**src/rtl/spell_mem_router_if.sv**
```systemverilog
// spell_mem_router_if: Wishbone SRAM link between the router and OpenRAM.
// master drives cyc/stb/we/sel/addr/dat_o; slave returns dat_i/ack_i.
interface spell_mem_router_if #(
  parameter int ADDR_WIDTH = 8
);
  logic [31:0]           sram_dat_i;
  logic                  sram_ack_i;
  logic                  sram_cyc_o;
  logic                  sram_stb_o;
  logic                  sram_we_o;
  logic [3:0]            sram_sel_o;
  logic [ADDR_WIDTH-1:0] sram_addr_o;
  logic [31:0]           sram_dat_o;

  modport master (
    input  sram_dat_i,
    input  sram_ack_i,
    output sram_cyc_o,
    output sram_stb_o,
    output sram_we_o,
    output sram_sel_o,
    output sram_addr_o,
    output sram_dat_o
  );

  modport slave (
    output sram_dat_i,
    output sram_ack_i,
    input  sram_cyc_o,
    input  sram_stb_o,
    input  sram_we_o,
    input  sram_sel_o,
    input  sram_addr_o,
    input  sram_dat_o
  );
endinterface

```
**src/rtl/spell_mem_router.sv**
```systemverilog
// spell_mem_router: routes spell CPU code/data accesses to IO, DFF or WB SRAM.
// Ports: clock/reset, CPU request (select..error), loc_* local blocks, wb master.
module spell_mem_router #(
  parameter int ADDR_WIDTH  = 8,
  parameter int IO_BASE     = 'h20,
  parameter int IO_LIMIT    = 'h60,
  parameter int WB_TIMEOUT  = 255,
  parameter int WORD_BUFFER = 1
) (
  input  logic                  clock,
  input  logic                  reset,
  input  logic                  sram_enable,
  input  logic                  select,
  input  logic [ADDR_WIDTH-1:0] addr,
  input  logic [7:0]            data_in,
  input  logic                  memory_type_data,
  input  logic                  write,
  output logic [7:0]            data_out,
  output logic                  data_ready,
  output logic                  error,
  output logic                  loc_io_select,
  output logic                  loc_dff_select,
  output logic [ADDR_WIDTH-1:0] loc_addr,
  output logic [7:0]            loc_data,
  output logic                  loc_write,
  output logic                  loc_type_data,
  input  logic [7:0]            loc_data_in,
  input  logic                  loc_ready,
  spell_mem_router_if.master    wb
);
  localparam int AW = ADDR_WIDTH;
  localparam int TW = AW - 1;
  localparam logic [AW:0] IO_LO = (AW+1)'(IO_BASE);
  localparam logic [AW:0] IO_HI = (AW+1)'(IO_LIMIT);
  localparam logic [15:0] TO_LAST = 16'(WB_TIMEOUT - 1);
  localparam bit BUF_EN = (WORD_BUFFER != 0);

  localparam logic [2:0] S_IDLE  = 3'd0;
  localparam logic [2:0] S_LOCAL = 3'd1;
  localparam logic [2:0] S_BUS   = 3'd2;
  localparam logic [2:0] S_DONE  = 3'd3;
  localparam logic [2:0] S_REL   = 3'd4;

  logic [2:0]    state_q, state_d;
  logic [AW-1:0] addr_q;
  logic [7:0]    wdat_q;
  logic          we_q;
  logic          type_q;
  logic          io_q;
  logic [7:0]    rdat_q;
  logic          err_q;
  logic [15:0]   cnt_q;
  logic [7:0]    dout_q;
  logic          rdy_q;
  logic          eout_q;
  logic [31:0]   buf_word_q;
  logic [TW-1:0] buf_tag_q;
  logic          buf_vld_q;

  logic          io_hit;
  logic          sram_tgt;
  logic          buf_hit;
  logic          bus_st;
  logic          tmo;
  logic [TW-1:0] live_tag;
  logic [TW-1:0] tag_q;
  logic [7:0]    buf_byte;
  logic [7:0]    ack_byte;

  always_comb begin
    io_hit   = memory_type_data &&
               ({1'b0, addr} >= IO_LO) &&
               ({1'b0, addr} < IO_HI);
    sram_tgt = !io_hit && sram_enable;
    live_tag = {memory_type_data, addr[AW-1:2]};
    tag_q    = {type_q, addr_q[AW-1:2]};
    buf_byte = buf_word_q[{addr[1:0], 3'b000} +: 8];
    ack_byte = wb.sram_dat_i[{addr_q[1:0], 3'b000} +: 8];
    buf_hit  = BUF_EN && sram_tgt && !write &&
               buf_vld_q && (buf_tag_q == live_tag);
    bus_st   = (state_q == S_BUS);
    tmo      = bus_st && !wb.sram_ack_i &&
               (cnt_q == TO_LAST);
  end

  always_comb begin
    state_d = state_q;
    case (state_q)
      S_IDLE: begin
        if (select) begin
          unique case (1'b1)
            !sram_tgt: state_d = S_LOCAL;
            buf_hit:   state_d = S_DONE;
            default:   state_d = S_BUS;
          endcase
        end
      end
      S_LOCAL: if (loc_ready) state_d = S_DONE;
      S_BUS: begin
        if (wb.sram_ack_i || tmo) state_d = S_DONE;
      end
      S_DONE:  state_d = S_REL;
      S_REL:   if (!select) state_d = S_IDLE;
      default: state_d = S_IDLE;
    endcase
  end

  always_ff @(posedge clock) begin
    if (reset) begin
      state_q    <= S_IDLE;
      addr_q     <= '0;
      wdat_q     <= '0;
      we_q       <= 1'b0;
      type_q     <= 1'b0;
      io_q       <= 1'b0;
      rdat_q     <= '0;
      err_q      <= 1'b0;
      cnt_q      <= '0;
      dout_q     <= '0;
      rdy_q      <= 1'b0;
      eout_q     <= 1'b0;
      buf_word_q <= '0;
      buf_tag_q  <= '0;
      buf_vld_q  <= 1'b0;
    end else begin
      state_q <= state_d;
      // outputs are registered off DONE, so they pulse in the cycle after it
      rdy_q   <= (state_q == S_DONE);
      eout_q  <= (state_q == S_DONE) && err_q;
      if (state_q == S_DONE) dout_q <= rdat_q;
      case (state_q)
        S_IDLE: begin
          if (select) begin
            addr_q <= addr;
            wdat_q <= data_in;
            we_q   <= write;
            type_q <= memory_type_data;
            io_q   <= io_hit;
            err_q  <= 1'b0;
            cnt_q  <= '0;
            if (buf_hit) rdat_q <= buf_byte;
          end
        end
        S_LOCAL: begin
          if (loc_ready) rdat_q <= loc_data_in;
        end
        S_BUS: begin
          if (wb.sram_ack_i) begin
            rdat_q <= ack_byte;
            if (BUF_EN && !we_q) begin
              buf_word_q <= wb.sram_dat_i;
              buf_tag_q  <= tag_q;
              buf_vld_q  <= 1'b1;
            end else if (BUF_EN && buf_vld_q &&
                         buf_tag_q == tag_q) begin
              // write-through: patch only the written lane
              buf_word_q[{addr_q[1:0], 3'b000} +: 8] <= wdat_q;
            end
          end else if (tmo) begin
            rdat_q <= 8'hFF;
            err_q  <= 1'b1;
          end else begin
            cnt_q <= cnt_q + 16'd1;
          end
        end
        default: ;
      endcase
      if (!sram_enable) buf_vld_q <= 1'b0;
    end
  end

  assign data_out       = dout_q;
  assign data_ready     = rdy_q;
  assign error          = eout_q;
  assign loc_io_select  = (state_q == S_LOCAL) && io_q;
  assign loc_dff_select = (state_q == S_LOCAL) && !io_q;
  assign loc_addr       = addr_q;
  assign loc_data       = wdat_q;
  assign loc_write      = we_q;
  assign loc_type_data  = type_q;

  assign wb.sram_cyc_o  = bus_st;
  assign wb.sram_stb_o  = bus_st;
  assign wb.sram_we_o   = bus_st && we_q;
  assign wb.sram_sel_o  = bus_st ? (4'b0001 << addr_q[1:0]) : 4'b0000;
  assign wb.sram_addr_o = bus_st ? {1'b0, tag_q} : '0;
  assign wb.sram_dat_o  = bus_st ? {4{wdat_q}} : 32'h0;
endmodule

```
**src/flat_wrapper.sv**
```systemverilog
// flat-port wrapper written by rule: the top's interface ports become plain ports
module spell_mem_router_flat 
#(
  parameter int ADDR_WIDTH  = 8,
  parameter int IO_BASE     = 'h20,
  parameter int IO_LIMIT    = 'h60,
  parameter int WB_TIMEOUT  = 255,
  parameter int WORD_BUFFER = 1
)
  (clock, reset, sram_enable, select, addr, data_in, memory_type_data, write, data_out, data_ready, error, loc_io_select, loc_dff_select, loc_addr, loc_data, loc_write, loc_type_data, loc_data_in, loc_ready, wb_sram_dat_i, wb_sram_ack_i, wb_sram_cyc_o, wb_sram_stb_o, wb_sram_we_o, wb_sram_sel_o, wb_sram_addr_o, wb_sram_dat_o);
  spell_mem_router_if #(.ADDR_WIDTH(ADDR_WIDTH)) wb_i ();
  input  logic clock;
  input  logic reset;
  input  logic sram_enable;
  input  logic select;
  input  logic [ADDR_WIDTH-1:0] addr;
  input  logic [7:0] data_in;
  input  logic memory_type_data;
  input  logic write;
  output logic [7:0] data_out;
  output logic data_ready;
  output logic error;
  output logic loc_io_select;
  output logic loc_dff_select;
  output logic [ADDR_WIDTH-1:0] loc_addr;
  output logic [7:0] loc_data;
  output logic loc_write;
  output logic loc_type_data;
  input  logic [7:0] loc_data_in;
  input  logic loc_ready;
  input wire logic [$bits(wb_i.sram_dat_i)-1:0] wb_sram_dat_i;
  input wire logic [$bits(wb_i.sram_ack_i)-1:0] wb_sram_ack_i;
  output wire logic [$bits(wb_i.sram_cyc_o)-1:0] wb_sram_cyc_o;
  output wire logic [$bits(wb_i.sram_stb_o)-1:0] wb_sram_stb_o;
  output wire logic [$bits(wb_i.sram_we_o)-1:0] wb_sram_we_o;
  output wire logic [$bits(wb_i.sram_sel_o)-1:0] wb_sram_sel_o;
  output wire logic [$bits(wb_i.sram_addr_o)-1:0] wb_sram_addr_o;
  output wire logic [$bits(wb_i.sram_dat_o)-1:0] wb_sram_dat_o;
  assign wb_i.sram_dat_i = wb_sram_dat_i;
  assign wb_i.sram_ack_i = wb_sram_ack_i;
  assign wb_sram_cyc_o = wb_i.sram_cyc_o;
  assign wb_sram_stb_o = wb_i.sram_stb_o;
  assign wb_sram_we_o = wb_i.sram_we_o;
  assign wb_sram_sel_o = wb_i.sram_sel_o;
  assign wb_sram_addr_o = wb_i.sram_addr_o;
  assign wb_sram_dat_o = wb_i.sram_dat_o;
  spell_mem_router #(.ADDR_WIDTH(ADDR_WIDTH), .IO_BASE(IO_BASE), .IO_LIMIT(IO_LIMIT), .WB_TIMEOUT(WB_TIMEOUT), .WORD_BUFFER(WORD_BUFFER)) u_core (.clock(clock), .reset(reset), .sram_enable(sram_enable), .select(select), .addr(addr), .data_in(data_in), .memory_type_data(memory_type_data), .write(write), .data_out(data_out), .data_ready(data_ready), .error(error), .loc_io_select(loc_io_select), .loc_dff_select(loc_dff_select), .loc_addr(loc_addr), .loc_data(loc_data), .loc_write(loc_write), .loc_type_data(loc_type_data), .loc_data_in(loc_data_in), .loc_ready(loc_ready), .wb(wb_i));
endmodule
```
**config.mk**
```make
export PLATFORM = sky130hd
export DESIGN_NAME = spell_mem_router_flat
export DESIGN_NICKNAME = d
export VERILOG_FILES = /design/src/rtl/spell_mem_router_if.sv /design/src/rtl/spell_mem_router.sv /design/src/flat_wrapper.sv
export SDC_FILE = /design/constraint.sdc
export NUM_CORES = 1
export LEC_CHECK = 0
export ABC_AREA = 1
export CAP_MARGIN = 10
export CORE_ASPECT_RATIO = 1.1
export CORE_MARGIN = 5
export CORE_UTILIZATION = 46
export DETAILED_ROUTE_END_ITERATION = 6
export PLACE_DENSITY_LB_ADDON = 0.25
export SYNTH_ARGS = -nofsm -noshare
export SYNTH_HDL_FRONTEND = slang
export SYNTH_SLANG_ARGS = --single-unit
```
**constraint.sdc**
```tcl
create_clock -name clock -period 1.7 [get_ports clock]
set_input_delay 0.34 -clock clock [delete_from_list [all_inputs] [get_ports clock]]
set_output_delay 0.34 -clock clock [all_outputs]
set_load 0.02 [all_outputs]
```
# --- After elaboration in Yosys (flattened, before gate mapping) ---
# Cells that the tools add are included.
word_totals:
  ff_bits: 97
  in_bits: 64
  word_cells: 99
op_classes:
  add_sub_neg: 2
  n_lt_le_gt_ge: 2
  eq_ne: 17
  n_shift: 5
  n_mux: 26
  bitwise: 2
  reduce_logical: 30
ops:
  columns: ["cell", "count"]
  rows:
  - ["two-way mux 32 bit", 3]
  - ["indexed part select 32 x 6 -> 8 bit", 2]
  - ["two-way mux 16 bit", 3]
  - ["two-way mux 8 bit", 5]
  - ["bitwise mux 32 bit", 1]
  - ["case mux 16 bit (2 select lines)", 1]
  - ["variable shift 8 x 7 -> 32 bit, first input constant", 1]
  - ["indexed part select 8 x 7 -> 32 bit", 1]
  - ["case mux 8 bit (3 select lines)", 1]
  - ["adder 16 x 1 -> 16 bit, second input constant", 1]
  - ["equality test 16 x 8 -> 1 bit, second input constant", 1]
  - ["inequality test 2 bit, second input constant", 8]
  - ["case mux 3 bit (5 select lines)", 1]
  - ["equality test 7 bit", 2]
  - ["logical AND 1 bit", 13]
  - ["two-way mux 3 bit", 4]
  - ["AND reduction 4 bit", 3]
  - ["greater-or-equal comparator 8 x 6 -> 1 bit, second input constant", 1]
  - ["less-than comparator 8 x 7 -> 1 bit, second input constant", 1]
  - ["two-way mux 7 bit", 1]
  - ["negator 5 -> 7 bit", 1]
  - ["equality test 3 x 2 -> 1 bit, second input constant", 2]
  - ["AND reduction 3 bit", 2]
  - ["zero test 1 bit", 5]
  - ["17 further kinds", 20]

# --- Logic depth before layout (Yosys ltp) ---
logic_depth:
  ltp_word: 11
  depth_mapped: 12
  depth_no_buf: 11

# --- Worst setup path before layout ---
# Ideal clock, no wire load.
synth_path:
  kind: "register to output"
  startpoint: "register u_core.state_q[1]"
  endpoint: "output wb_sram_dat_o[10]"
  arrival_ns: 1.782
  required_ns: 1.360
  slack_ns: -0.422
  stages_incl_launch_ff: 8
  path_buffers: 3
  path_cell_list: "dfxtp_1 inv_2 nor3_4 inv_2 clkbuf_1 clkbuf_1 nor2_1 buf_4"
synth_between:
  elab_chain_cells: 2
synth_rtl:
  columns: ["item", "line", "text"]
  rows:
  - ["start: declaration", "spell_mem_router.sv:44", "logic [2:0] state_q, state_d;"]
  - ["start signal: assignment", "spell_mem_router.sv:126", "state_q <= state_d;"]
  - ["equality test 3 x 2 -> 1 bit", "spell_mem_router.sv:81", "bus_st = (state_q == S_BUS);"]
  - ["two-way mux 32 bit", "spell_mem_router.sv:187", "assign wb.sram_dat_o = bus_st ? {4{wdat_q}} : 32'h0;"]
  - ["end: declaration", "flat_wrapper.sv:38", "output wire logic [$bits(wb_i.sram_dat_o)-1:0] wb_sram_dat_o;"]
# Every way passes these cells.

# --- Worst setup path in the final report ---
layout_path:
  startpoint: "register u_core.state_q[0]"
  endpoint: "output wb_sram_dat_o[27]"
# Same word-level chain as after synthesis.

==> impl_summary.log <==
INFO  metric ys.warnings.count = 0
INFO  metric final_hold_viol_count = 0
INFO  metric clk_path_buf_depth = 2
INFO  metric power.total = 11500 uW
INFO  metric timing.reg2reg.worst_path_depth = 8
INFO  metric synth-async-reset-ratio = 0%
INFO  metric fmaxAchievable = ~550 MHz
INFO  metric worstSetupEndpointType = output pin
INFO  metric min_path_cells = 2
INFO  metric worst_hold_startpoint = u_core.err_q
INFO  metric synth.yosys.seq_area_share = about 31%
INFO  metric crit_fanout = 11
INFO  metric num-nets-final = 1225
INFO  metric gr-usage-all-layers = about 25%
INFO  metric setup_repair_after_global_routing_missed_its_margin = true
INFO  metric fin_tns_setup = -3.128 ns
INFO  metric drt_first_iter_violations = slightly below 500
INFO  metric worstPathRequired = about 1.4 ns
INFO  metric timing.critical_path.cells = nor3_4 > inv_2 > buf_12 > nor2_4 > buf_4
INFO  metric power_density = between 1000 and 1500 mW/mm^2
INFO  metric final_layout_size_suffix_gt1_share = 18.72%
INFO  metric syn-num-nets = approximately 1100
INFO  metric ant_cells = 0
INFO  metric cts_tree = built
INFO  metric fin_util = between 60% and 70%
INFO  metric ys_seq_elements = 97
INFO  metric most-common-layout-cells = sky130_fd_sc_hd__nand2_1 (231), sky130_fd_sc_hd__inv_1 (124), sky130_fd_sc_hd__nand3_1 (111)
INFO  metric num-fill-cells = 1230
INFO  metric setup.worst_path.class = flip-flop to output pin
INFO  metric yosys-top-cells-area = sky130_fd_sc_hd__dfxtp_1 (31%), sky130_fd_sc_hd__nand2_1 (14%), sky130_fd_sc_hd__nand3_1 (9.0%)
INFO  metric cp-start-kind = flip-flop
INFO  metric syn-mean-instance-area = ~6.2 sq um
INFO  metric io-pin-count = approximately 140
INFO  metric dp_hpwl = between 15000 and 20000 microns
INFO  metric root_buffer = sky130_fd_sc_hd__clkbuf_16
INFO  metric worst_setup_hold_path_clk_slew = around 0.070 ns
INFO  metric setup_violations = 47
INFO  metric grt_first_pass_wirelength = 32030 microns
INFO  metric cts-buffers-inserted = 9
INFO  metric cts_num_sinks = 97
INFO  metric placeableCoreArea = roughly 0.013 sq mm
INFO  metric grt_start_max_net_pins = a little under 50
INFO  metric globalRoute.totalOverflow = 0
INFO  metric master_of_the_slowest_instance_on_the_critical_path = sky130_fd_sc_hd__dfxtp_2
INFO  metric number_of_synthesized_flops_with_an_enable_pin = 0
INFO  metric worst_hold_path.endpoint = u_core.error
INFO  metric layout.cells.most_common = sky130_fd_sc_hd__nand2_1
INFO  metric hp-class = flip-flop to flip-flop
INFO  metric final_min_period_over_clock_period = 106.1%
INFO  metric critPathArrivalTime = 1.46 ns
INFO  metric grt_antenna_before_repair = 0
INFO  metric final_clock_skew = approximately 0.0055 ns
INFO  metric route.detailed.vias_per_inst = about 5.2
INFO  metric yosys_most_used_dff = sky130_fd_sc_hd__dfxtp_1
INFO  metric placementRows = 44
INFO  metric first_global_vias = between 6000 and 7000
INFO  metric finalNonFillerCells = roughly 1300
INFO  metric reg2reg_setup_slack = -0.05 ns
INFO  metric final-max-slew-violation-count = 0
INFO  metric clkLatencyLatePin = between 0.3 and 0.4 ns
INFO  metric finalWeightedCongestion = around 0.94
INFO  metric dr_total_vias = 6928
INFO  metric worst_slack = -0.1030 ns
INFO  metric synth_top_cell_by_area = sky130_fd_sc_hd__dfxtp_1
INFO  metric place_inst = 1300
INFO  metric worst_r2r_endpoint = u_core.buf_word_q[30]
INFO  metric syn-instance-count = between 1000 and 1500
INFO  metric route.antenna.remaining_nets = 0
INFO  metric yosys.cell_types.count = 29
INFO  metric wire_length_after_detailed_routing = 19970 microns
INFO  metric netlist.area_leader.share = around 31%
INFO  metric fp.dieH = approximately 130 microns
INFO  metric failed_checks = setup timing
INFO  metric outcome = finished with violations
INFO  metric detail_route.drc_violations = 0
INFO  metric mappedNetlistArea = slightly above 0.006 sq mm
INFO  metric die_area = 0.01596 sq mm
INFO  metric port-buffer-count = 139
INFO  metric reg2reg_from = u_core.state_q[0]
INFO  metric post_drt_wl_per_cell = ~15 microns
INFO  metric power.static_leakage = 0.004001 uW
INFO  metric drt_pass1_iterations = 5
INFO  metric max-vdd-ir-drop = around 0.69 mV
INFO  metric max-cap-violations = 0
INFO  metric h-tree-depth = 3
INFO  metric chipWidth = approximately 120 microns
INFO  metric initial_utilization = between 40% and 50%
INFO  metric timing.critical_path.slowest_cell_delay = 0.34 ns
INFO  metric area_added_between_synthesis_and_finish = 39.21%
INFO  metric min_period = ~1.8 ns
critical path, delay by kind of cell (launching register included):
kind / cells / cell delay, ns
and+or+nand+nor: 2 / 0.35
DFF: 1 / 0.34
buffers and inverters: 3 / 0.42
per-stage QoR:
step                      setup WS (ns)  instance area (sq um)  hold WS (ns)
final                           -0.1030                   8662        0.4427
after global routing            -0.1684                   8662        0.4734
after CTS                       -0.1219                   8548        0.4454
after detailed placement        -0.2899                   8190        0.4347
after global placement          -0.2184                   8190        0.4348
after floorplan                 -0.1245                   6445        0.4191
metal layers:
metal	routed length [microns]	vias up	track usage, %
met5	0	-	0
met4	640	0	10.08
met3	1153	33	5.880
met2	10190	216	43.37
met1	7988	3195	28.28
li1	-	3484	-
sequential cells by signal, summed over array words and instances, names as in the netlist:
| register | count |
|---|---|
| u_core.buf_word_q | 32 |
| u_core.data_out | 8 |
| u_core.state_q | 3 |
| u_core.io_q | 1 |
| u_core.rdat_q | 8 |
| u_core.data_ready | 1 |
| u_core.error | 1 |
| u_core.buf_vld_q | 1 |
| u_core.loc_type_data | 1 |
| u_core.loc_addr | 8 |
| u_core.cnt_q | 16 |
| u_core.loc_write | 1 |
| u_core.buf_tag_q | 7 |
| u_core.err_q | 1 |
| u_core.loc_data | 8 |
repair_timing:
| action | CTS | global route |
|---|---|---|
| setup buffers | 5 | 0 |
| endpoints found under the setup margin | 88 | 107 |
| gates cloned | 0 | 0 |
| pin swaps | 5 | 3 |
| gates resized for setup | 290 | 36 |
| hold buffers | 0 | 0 |
synth_stat cells, drive strengths merged, types with 7 or more instances:
cell type    n
nand2      236
nor2       134
inv        131
nand3      125
dfxtp       97
a21oi       93
buf         55
o21ai       36
clkbuf      26
o22ai       25
nand4       13
o32ai        8
ha           7
worst max-delay path by stage:
stage	slack, ns	depth (start not counted)	endpoint	startpoint
global placement	-0.22	9	u_core.rdat_q[0]	memory_type_data
floorplan	-0.12	7	wb_sram_dat_o[10]	u_core.state_q[1]
global route	-0.17	6	wb_sram_addr_o[5]	u_core.state_q[0]
finish	-0.10	5	wb_sram_dat_o[27]	u_core.state_q[0]
CTS	-0.12	6	wb_sram_addr_o[5]	u_core.state_q[0]
detailed placement	-0.29	9	u_core.rdat_q[0]	memory_type_data
final cells by class:
class | instances | area (sq um) | area share [%]
inverters | 133 | 503.0 | 5.807
repair buffers | 222 | 2253 | 26.01
well taps | 161 | 201.4 | 2.326
flip-flops and latches | 97 | 1954 | 22.56
clock buffers | 12 | 246.5 | 2.846
multi-input cells | 691 | 3452 | 39.85
clock inverters | 4 | 51.30 | 0.5922
where the power goes:
part           total (uW)  switching, uW  internal (uW)
registers            3110            335           2770
logic                6330           3650           2680
clock network        2070            885           1190
total               11500           4870           6630
cells by family after synthesis:
logic type                 count (synthesis)  synth area share, %
buffers and inverters                    214                16.15
other                                      1              0.06027
adders and majority gates                  7                1.408
xor gates and xnor gates                   7               0.9853
and+or+nand+nor                          514                36.18
AOI/OAI and AO/OA                        162                14.02
DFF                                       97                31.21
No activity file was read; power rests on OpenSTA's default activity.
